## src/rtl/core_memory_arbiter_if.sv

```systemverilog
// Core-side request ports and downstream memory port of core_memory_arbiter.
// slave: the arbiter's view; master: the cores plus memory that surround it.
interface core_memory_arbiter_if #(
  parameter int unsigned NUM_PORTS  = 2,
  parameter int unsigned ADDR_WIDTH = 32,
  parameter int unsigned DATA_WIDTH = 32
);
  logic [NUM_PORTS-1:0]            port_enable;
  logic [NUM_PORTS-1:0]            port_command;
  logic [NUM_PORTS*ADDR_WIDTH-1:0] port_read_address;
  logic [NUM_PORTS*ADDR_WIDTH-1:0] port_write_address;
  logic [NUM_PORTS*DATA_WIDTH-1:0] port_write_data;
  logic [NUM_PORTS*DATA_WIDTH-1:0] port_write_mask;
  logic [NUM_PORTS-1:0]            port_ready;
  logic [NUM_PORTS-1:0]            port_valid;
  logic [DATA_WIDTH-1:0]           port_read_data;

  logic                            memory_enable;
  logic                            memory_command;
  logic [ADDR_WIDTH-1:0]           read_memory_address;
  logic [ADDR_WIDTH-1:0]           write_memory_address;
  logic [DATA_WIDTH-1:0]           write_memory_data;
  logic [DATA_WIDTH-1:0]           write_memory_mask;
  logic                            memory_ready;
  logic                            memory_valid;
  logic [DATA_WIDTH-1:0]           read_memory_data;

  modport slave (
    input  port_enable, port_command, port_read_address, port_write_address,
           port_write_data, port_write_mask,
    output port_ready, port_valid, port_read_data,
    output memory_enable, memory_command, read_memory_address, write_memory_address,
           write_memory_data, write_memory_mask,
    input  memory_ready, memory_valid, read_memory_data
  );

  modport master (
    output port_enable, port_command, port_read_address, port_write_address,
           port_write_data, port_write_mask,
    input  port_ready, port_valid, port_read_data,
    input  memory_enable, memory_command, read_memory_address, write_memory_address,
           write_memory_data, write_memory_mask,
    output memory_ready, memory_valid, read_memory_data
  );
endinterface

```

## src/rtl/core_memory_arbiter.sv

```systemverilog
// Shares one memory port among NUM_PORTS core request ports, one transaction in flight.
// Round-robin grant; define CORE_MEMORY_ARBITER_FIXED_PRIORITY_EN for lowest-index-wins.
module core_memory_arbiter #(
  parameter int unsigned NUM_PORTS  = 2,
  parameter int unsigned ADDR_WIDTH = 32,
  parameter int unsigned DATA_WIDTH = 32
) (
  input  logic                  clk,
  input  logic                  reset,
  core_memory_arbiter_if.slave  bus
);
  localparam int unsigned GW = (NUM_PORTS > 1) ? $clog2(NUM_PORTS) : 1;

  typedef enum logic [1:0] {IDLE, ISSUE, WAIT, RESPOND} state_t;

  state_t                state, state_next;
  logic [GW-1:0]         winner, grant;
  logic                  any_request, accept, capture;

  logic                  sel_command;
  logic [ADDR_WIDTH-1:0] sel_read_address, sel_write_address;
  logic [DATA_WIDTH-1:0] sel_write_data, sel_write_mask;

  logic                  req_command;
  logic [ADDR_WIDTH-1:0] req_read_address, req_write_address;
  logic [DATA_WIDTH-1:0] req_write_data, req_write_mask;
  logic [DATA_WIDTH-1:0] read_data;

`ifdef CORE_MEMORY_ARBITER_FIXED_PRIORITY_EN
  always_comb begin
    any_request = 1'b0;
    winner      = '0;
    for (int unsigned k = 0; k < NUM_PORTS; k++) begin
      if (bus.port_enable[k] && !any_request) begin
        any_request = 1'b1;
        winner      = GW'(k);
      end
    end
  end
`else
  logic [GW-1:0] last_grant, winner_after;
  logic          found_after;

  // Prefer the lowest enabled index above last_grant; otherwise wrap to the lowest enabled.
  always_comb begin
    any_request  = 1'b0;
    found_after  = 1'b0;
    winner       = '0;
    winner_after = '0;
    for (int unsigned k = 0; k < NUM_PORTS; k++) begin
      if (bus.port_enable[k]) begin
        if (!any_request) begin
          any_request = 1'b1;
          winner      = GW'(k);
        end
        if (!found_after && (GW'(k) > last_grant)) begin
          found_after  = 1'b1;
          winner_after = GW'(k);
        end
      end
    end
    if (found_after) winner = winner_after;
  end

  always_ff @(posedge clk or negedge reset) begin
    if (!reset)      last_grant <= GW'(NUM_PORTS - 1);
    else if (accept) last_grant <= winner;
  end
`endif

  always_comb begin
    sel_command       = 1'b0;
    sel_read_address  = '0;
    sel_write_address = '0;
    sel_write_data    = '0;
    sel_write_mask    = '0;
    for (int unsigned k = 0; k < NUM_PORTS; k++) begin
      if (GW'(k) == winner) begin
        sel_command       = bus.port_command[k];
        sel_read_address  = bus.port_read_address[k*ADDR_WIDTH +: ADDR_WIDTH];
        sel_write_address = bus.port_write_address[k*ADDR_WIDTH +: ADDR_WIDTH];
        sel_write_data    = bus.port_write_data[k*DATA_WIDTH +: DATA_WIDTH];
        sel_write_mask    = bus.port_write_mask[k*DATA_WIDTH +: DATA_WIDTH];
      end
    end
  end

  always_comb begin
    state_next = state;
    accept     = 1'b0;
    capture    = 1'b0;
    case (state)
      IDLE: begin
        if (any_request) begin
          accept     = 1'b1;
          state_next = ISSUE;
        end
      end
      ISSUE: begin
        if (bus.memory_ready) begin
          if (bus.memory_valid) begin
            capture    = 1'b1;
            state_next = RESPOND;
          end else begin
            state_next = WAIT;
          end
        end
      end
      WAIT: begin
        if (bus.memory_valid) begin
          capture    = 1'b1;
          state_next = RESPOND;
        end
      end
      RESPOND: state_next = IDLE;
      default: state_next = IDLE;
    endcase
  end

  always_ff @(posedge clk or negedge reset) begin
    if (!reset) begin
      state             <= IDLE;
      grant             <= '0;
      req_command       <= 1'b0;
      req_read_address  <= '0;
      req_write_address <= '0;
      req_write_data    <= '0;
      req_write_mask    <= '0;
      read_data         <= '0;
    end else begin
      state <= state_next;
      if (accept) begin
        grant             <= winner;
        req_command       <= sel_command;
        req_read_address  <= sel_read_address;
        req_write_address <= sel_write_address;
        req_write_data    <= sel_write_data;
        req_write_mask    <= sel_write_mask;
      end
      if (capture) read_data <= bus.read_memory_data;
    end
  end

  assign bus.port_ready = (state == IDLE && any_request) ? (NUM_PORTS'(1) << winner) : '0;
  assign bus.port_valid = (state == RESPOND) ? (NUM_PORTS'(1) << grant) : '0;
  assign bus.port_read_data       = read_data;
  assign bus.memory_enable        = (state == ISSUE);
  assign bus.memory_command       = req_command;
  assign bus.read_memory_address  = req_read_address;
  assign bus.write_memory_address = req_write_address;
  assign bus.write_memory_data    = req_write_data;
  assign bus.write_memory_mask    = req_write_mask;

  // A stray completion is dropped by the FSM; flag it without stopping the run.
  always_ff @(posedge clk) begin
    if (reset && bus.memory_valid)
      assert (state == ISSUE || state == WAIT)
        else $warning("core_memory_arbiter: memory_valid ignored outside an active transaction");
  end
endmodule

```

## src/flat_wrapper.sv

```systemverilog
// flat-port wrapper written by rule: the top's interface ports become plain ports
module core_memory_arbiter_flat 
#(
  parameter int unsigned NUM_PORTS  = 2,
  parameter int unsigned ADDR_WIDTH = 32,
  parameter int unsigned DATA_WIDTH = 32
)
  (clk, reset, bus_port_enable, bus_port_command, bus_port_read_address, bus_port_write_address, bus_port_write_data, bus_port_write_mask, bus_port_ready, bus_port_valid, bus_port_read_data, bus_memory_enable, bus_memory_command, bus_read_memory_address, bus_write_memory_address, bus_write_memory_data, bus_write_memory_mask, bus_memory_ready, bus_memory_valid, bus_read_memory_data);
  core_memory_arbiter_if #(.NUM_PORTS(NUM_PORTS), .ADDR_WIDTH(ADDR_WIDTH), .DATA_WIDTH(DATA_WIDTH)) bus_i ();
  input  logic clk;
  input  logic reset;
  input wire logic [$bits(bus_i.port_enable)-1:0] bus_port_enable;
  input wire logic [$bits(bus_i.port_command)-1:0] bus_port_command;
  input wire logic [$bits(bus_i.port_read_address)-1:0] bus_port_read_address;
  input wire logic [$bits(bus_i.port_write_address)-1:0] bus_port_write_address;
  input wire logic [$bits(bus_i.port_write_data)-1:0] bus_port_write_data;
  input wire logic [$bits(bus_i.port_write_mask)-1:0] bus_port_write_mask;
  output wire logic [$bits(bus_i.port_ready)-1:0] bus_port_ready;
  output wire logic [$bits(bus_i.port_valid)-1:0] bus_port_valid;
  output wire logic [$bits(bus_i.port_read_data)-1:0] bus_port_read_data;
  output wire logic [$bits(bus_i.memory_enable)-1:0] bus_memory_enable;
  output wire logic [$bits(bus_i.memory_command)-1:0] bus_memory_command;
  output wire logic [$bits(bus_i.read_memory_address)-1:0] bus_read_memory_address;
  output wire logic [$bits(bus_i.write_memory_address)-1:0] bus_write_memory_address;
  output wire logic [$bits(bus_i.write_memory_data)-1:0] bus_write_memory_data;
  output wire logic [$bits(bus_i.write_memory_mask)-1:0] bus_write_memory_mask;
  input wire logic [$bits(bus_i.memory_ready)-1:0] bus_memory_ready;
  input wire logic [$bits(bus_i.memory_valid)-1:0] bus_memory_valid;
  input wire logic [$bits(bus_i.read_memory_data)-1:0] bus_read_memory_data;
  assign bus_i.port_enable = bus_port_enable;
  assign bus_i.port_command = bus_port_command;
  assign bus_i.port_read_address = bus_port_read_address;
  assign bus_i.port_write_address = bus_port_write_address;
  assign bus_i.port_write_data = bus_port_write_data;
  assign bus_i.port_write_mask = bus_port_write_mask;
  assign bus_port_ready = bus_i.port_ready;
  assign bus_port_valid = bus_i.port_valid;
  assign bus_port_read_data = bus_i.port_read_data;
  assign bus_memory_enable = bus_i.memory_enable;
  assign bus_memory_command = bus_i.memory_command;
  assign bus_read_memory_address = bus_i.read_memory_address;
  assign bus_write_memory_address = bus_i.write_memory_address;
  assign bus_write_memory_data = bus_i.write_memory_data;
  assign bus_write_memory_mask = bus_i.write_memory_mask;
  assign bus_i.memory_ready = bus_memory_ready;
  assign bus_i.memory_valid = bus_memory_valid;
  assign bus_i.read_memory_data = bus_read_memory_data;
  core_memory_arbiter #(.NUM_PORTS(NUM_PORTS), .ADDR_WIDTH(ADDR_WIDTH), .DATA_WIDTH(DATA_WIDTH)) u_core (.clk(clk), .reset(reset), .bus(bus_i));
endmodule
```

## config.mk

```make
export PLATFORM = sky130hd
export DESIGN_NAME = core_memory_arbiter_flat
export DESIGN_NICKNAME = d
export VERILOG_FILES = /design/src/rtl/core_memory_arbiter_if.sv /design/src/rtl/core_memory_arbiter.sv /design/src/flat_wrapper.sv
export SDC_FILE = /design/constraint.sdc
export NUM_CORES = 1
export LEC_CHECK = 0
export CAP_MARGIN = 20
export CORE_AREA = 5 5 176 178
export CTS_CLUSTER_SIZE = 20
export DETAILED_ROUTE_END_ITERATION = 10
export DIE_AREA = 0 0 181 183
export MAX_ROUTING_LAYER = met4
export SETUP_SLACK_MARGIN = 0.4
export SLEW_MARGIN = 10
export SYNTH_ARGS = -nofsm -noshare
export SYNTH_HDL_FRONTEND = slang
export SYNTH_SLANG_ARGS = --single-unit
```

## constraint.sdc

```tcl
create_clock -name clk -period 5 [get_ports clk]
set_clock_uncertainty 0.1 [all_clocks]
set_input_delay 1.5 -clock clk [delete_from_list [all_inputs] [get_ports clk]]
set_output_delay 1.5 -clock clk [all_outputs]
set_load 0.03 [all_outputs]
```

==> parameters.txt <==
Parameter                              Value

Worst setup path
  Maximum net fanout on the critical path ... 4
  Arrival time reported for the critical path endpoint ... roughly 2700 ps
  Kind of critical path ... primary input to output port
  Worst Setup End Kind ... output port
  Worst R2R Start ... u_core.state[0]
  Worst r2r dst ... u_core.bus.write_memory_data[0]
  CP required ... around 3400 ps
  Cells on worst reg2reg path ... 7
  Startpoint class of the critical path ... primary input
  Register-to-register setup slack ... around 2000 ps

Routing
  Final antenna-violating net count ... 0
  Initial detailed-routing violation count ... 283
  Number of DRC violations after detailed routing ... 0
  Routed vias/inst ... around 4.6
  Wire length per cell ... ~21 um
  Via Count ... around 6300
  Final wirelength ... 28400 um
  Number of iterations in the first detailed-routing pass ... 4

Timing
  Worst hold slack ... about 400 ps
  Fmax ... about 0.23 GHz
  Total negative slack for setup checks ... 0 ps
  Final Max Slew Viols ... 0
  Number of hold-slack violations in the final timing report ... 0
  RSZ-0062 raised after global routing ... no
  Worst setup margin ... between 700 and 800 ps
  Measured slew at the worst slew-check pin ... about 890 ps
  Number of setup violations in the final report ... 0
  Fin crit share ... 85.3%
  Time the final worst path needs with I/O delays and setup ... 4270 ps
  Relative slew slack ... between 40% and 50%

Global route
  Antenna violations before repair ... 0
  GR Util All Layers ... between 10% and 20%
  Pin count of the biggest net entering global routing ... around 130
  Global-route wire length before repair ... 42800 um
  Number of global-route vias before repair ... between 6000 and 7000
  Total global routing overflow ... 0

Clocking
  Clock tree from TritonCTS ... yes
  Number of buffers created by CTS ... 17
  Post-cts sizing count ... 0
  Clock net sink count ... 165
  H-tree level count ... 4
  Setup fix buffers added after clock tree synthesis ... 0
  Clock tree buffer depth ... 2
  Clock root cell ... sky130_fd_sc_hd__clkbuf_16
  Clock latency on the worst-skew pair ... about 410 ps
  Clock transition at path regs ... around 60 ps
  # hold bufs at CTS ... 0

Floorplanning
  Area enclosed by the die boundary ... 33100 sq um
  I/O Pins ... 462
  Initial cell density of the core ... between 20% and 30%
  Die H ... about 180 um
  Placeable Area ... 29200 sq um
  Die width ... between 150 and 200 um
  Site Rows ... 63

Logic synthesis
  Count of state elements after synthesis ... between 150 and 200
  Synth Cell Area ... 7000 sq um
  Portion of netlist area occupied by mux cells ... roughly 5.4%
  Synth area leaders ... sky130_fd_sc_hd__dfrtp_1 59%, sky130_fd_sc_hd__a221o_1 18%, sky130_fd_sc_hd__and2_0 11%, sky130_fd_sc_hd__mux2_2 5.1%, sky130_fd_sc_hd__buf_2 2.4%
  Combinational family with the most area after synthesis ... compound AO/OA/AOI/OAI gates
  Area share of xor/xnor cells in the synthesized design ... 0%
  Sequential fraction of the synthesis area ... approximately three fifths
  Per-instance average area after synthesis ... between 10 and 15 sq um
  Gate count of the mapped netlist ... approximately 530
  Synthesized net count ... just over 800
  Synth Area in Adders ... less than 1%
  Cell type with the highest aggregate area in the netlist ... sky130_fd_sc_hd__dfrtp_1
  Basic-gate share of the synthesized area counting and, or, nand and nor cells ... around an eighth
  Complex-gate fraction of the synthesized area ... 19.3%
  Yosys top cell area share ... about three fifths
  Warning count from the yosys run ... 0
  Library cells used by synthesis ... 23

Final layout
  Area taken by multi-input logic gates ... approximately 2700 sq um
  Ratio of cells with drive above 1 in the final layout ... ~8%
  Area added between synthesis and finish ... 80.1%
  Layout Nets ... between 1000 and 1500
  Antenna fix cells ... 0
  Post-layout utilization of the core ... 43.1%
  Register cell area after layout ... between 4000 and 5000 sq um
  Filler Cells Inserted ... ~2700

Hold path
  Beginning of the worst hold path ... u_core.grant
  Type of the worst min-delay path ... register to register
  Endpoint of the worst hold-timing path ... u_core.grant
  Worst hold stages ... 1

Power
  Peak supply drop ... between 400 and 500 uV
  Cell-internal power ... between 4000 and 5000 uW
  PwrDens ... about 660 nW/um^2
  Net switching share of the total power ... ~41%
  Logic gate share of total power ... a little under three fifths
  Clock share of power ... between 10% and 20%
  Leakage ... slightly above 0.005 uW
  Sw power ... ~3400 uW
  Sequential cell fraction of total power ... between 20 and 30%

Placement
  Worst setup timing slack at the placement stage ... roughly 700 ps
  Final HPWL DP ... slightly above 20000 um
  Last weighted congestion value of the routability-driven placer ... 0.810
  Port bufs ... ~460

Outcome
  Status ... finished clean

Job
  Max-cap viol count ... 0
-- cell type report --
cell class | count | area share (%)
inverters | 5 | 0.149
multi-input cells | 313 | 21.2
clock inverters | 12 | 1.14
flip-flops and latches | 165 | 32.8
well taps | 390 | 3.87
repair buffers | 469 | 37.3
clock buffers | 19 | 3.59
-- worst max-delay path by stage --
stage / start / to / slack, ps / cells after the start
2_1_floorplan: bus_port_enable[1] / bus_port_ready[1] / 1180 / 3
3_3_place_gp: bus_port_enable[0] / u_core.bus.write_memory_mask[23] / 660 / 6
3_5_place_dp: bus_port_enable[0] / u_core.bus.write_memory_data[22] / 700 / 6
4_1_cts: bus_port_enable[1] / bus_port_ready[1] / 710 / 4
5_1_grt: bus_port_enable[1] / bus_port_ready[1] / 680 / 4
6_report: bus_port_enable[1] / bus_port_ready[1] / 730 / 4
-- placed cells by master, fill, tap and decap left out, drive strengths merged, types with 2 or more instances in the layout --
cell           count
a21o               2
a21oi              3
a221o            129
and2             130
buf               11
bufinv             2
clkbuf            19
clkdlybuf4s50    458
clkinv             4
dfrtp            164
ha                 5
inv               10
mux2              33
nand2              3
nor2               2
-- stage by stage --
| stage | total power (uW) | std cells | cell area, sq um |
|---|---|---|---|
| 2_1_floorplan | 4960 | 528 | 7000 |
| 3_3_place_gp | 6930 | 1342 | 12000 |
| 3_5_place_dp | 6960 | 1342 | 12000 |
| 4_1_cts | 8380 | 1373 | 12600 |
| 5_1_grt | 8740 | 1373 | 12600 |
| 6_report | 8280 | 1373 | 12600 |
-- sequential cells by signal, indices dropped and copies added (netlist names) --
signal and count:
u_core.bus.port_read_data 32, u_core.bus.read_memory_address 32, u_core.bus.write_memory_address 32, u_core.bus.write_memory_data 32, u_core.bus.write_memory_mask 32, u_core.state 2
u_core.bus.memory_command 1, u_core.grant 1, u_core.last_grant 1
-- metal layers --
layer  share of wire, %  GRT usage [%]  wire length (um)
met4                1.5           4.05               430
met1                 41           20.2             11600
met3                7.5           5.45              2130
met5                  0              -                 0
met2                 50           28.9             14300
-- power by group through the flow --
| stage | combinational, uW | sequential (uW) | clock, uW |
|---|---|---|---|
| 2_1_floorplan | 1400 | 3560 | 0 |
| 3_3_place_gp | 4580 | 2350 | 0 |
| 3_5_place_dp | 4620 | 2340 | 0 |
| 4_1_cts | 4630 | 2340 | 1410 |
| 5_1_grt | 4840 | 2430 | 1470 |
| 6_report | 4570 | 2340 | 1370 |
-- cells in the mapped netlist --
cell type                  count
sky130_fd_sc_hd__a211oi_1      1
sky130_fd_sc_hd__a21o_1        2
sky130_fd_sc_hd__a21oi_1       1
sky130_fd_sc_hd__a21oi_2       2
sky130_fd_sc_hd__a221o_1     129
sky130_fd_sc_hd__a222oi_1      1
sky130_fd_sc_hd__and2_0      121
sky130_fd_sc_hd__and2_1        9
sky130_fd_sc_hd__and3_1        1
sky130_fd_sc_hd__buf_1         1
sky130_fd_sc_hd__buf_2        33
sky130_fd_sc_hd__clkbuf_1     11
sky130_fd_sc_hd__dfrtp_1     164
sky130_fd_sc_hd__dfstp_2       1
sky130_fd_sc_hd__ha_1          5
sky130_fd_sc_hd__inv_1         5
sky130_fd_sc_hd__mux2_1        1
sky130_fd_sc_hd__mux2_2       32
sky130_fd_sc_hd__mux2i_1       1
sky130_fd_sc_hd__nand2_1       3
sky130_fd_sc_hd__nor2_1        2
sky130_fd_sc_hd__nor2b_1       1
sky130_fd_sc_hd__o21ai_2       1
-- kinds of logic (layout without fill, tap and decap cells) --
group,count (synthesis),count (layout)
flip-flops,165,165
AO/OA/AOI/OAI,137,137
AND/OR/NAND/NOR,137,137
buffers and inverters,50,505
multiplexers,34,34
adder cells (fa/ha/maj),5,5
-- critical path: stages --
cell	delay, ps
sky130_fd_sc_hd__clkdlybuf4s50_1	630
sky130_fd_sc_hd__nand2_1	140
sky130_fd_sc_hd__a21oi_4	200
sky130_fd_sc_hd__buf_4	200
(Power assumes the default switching activity.)
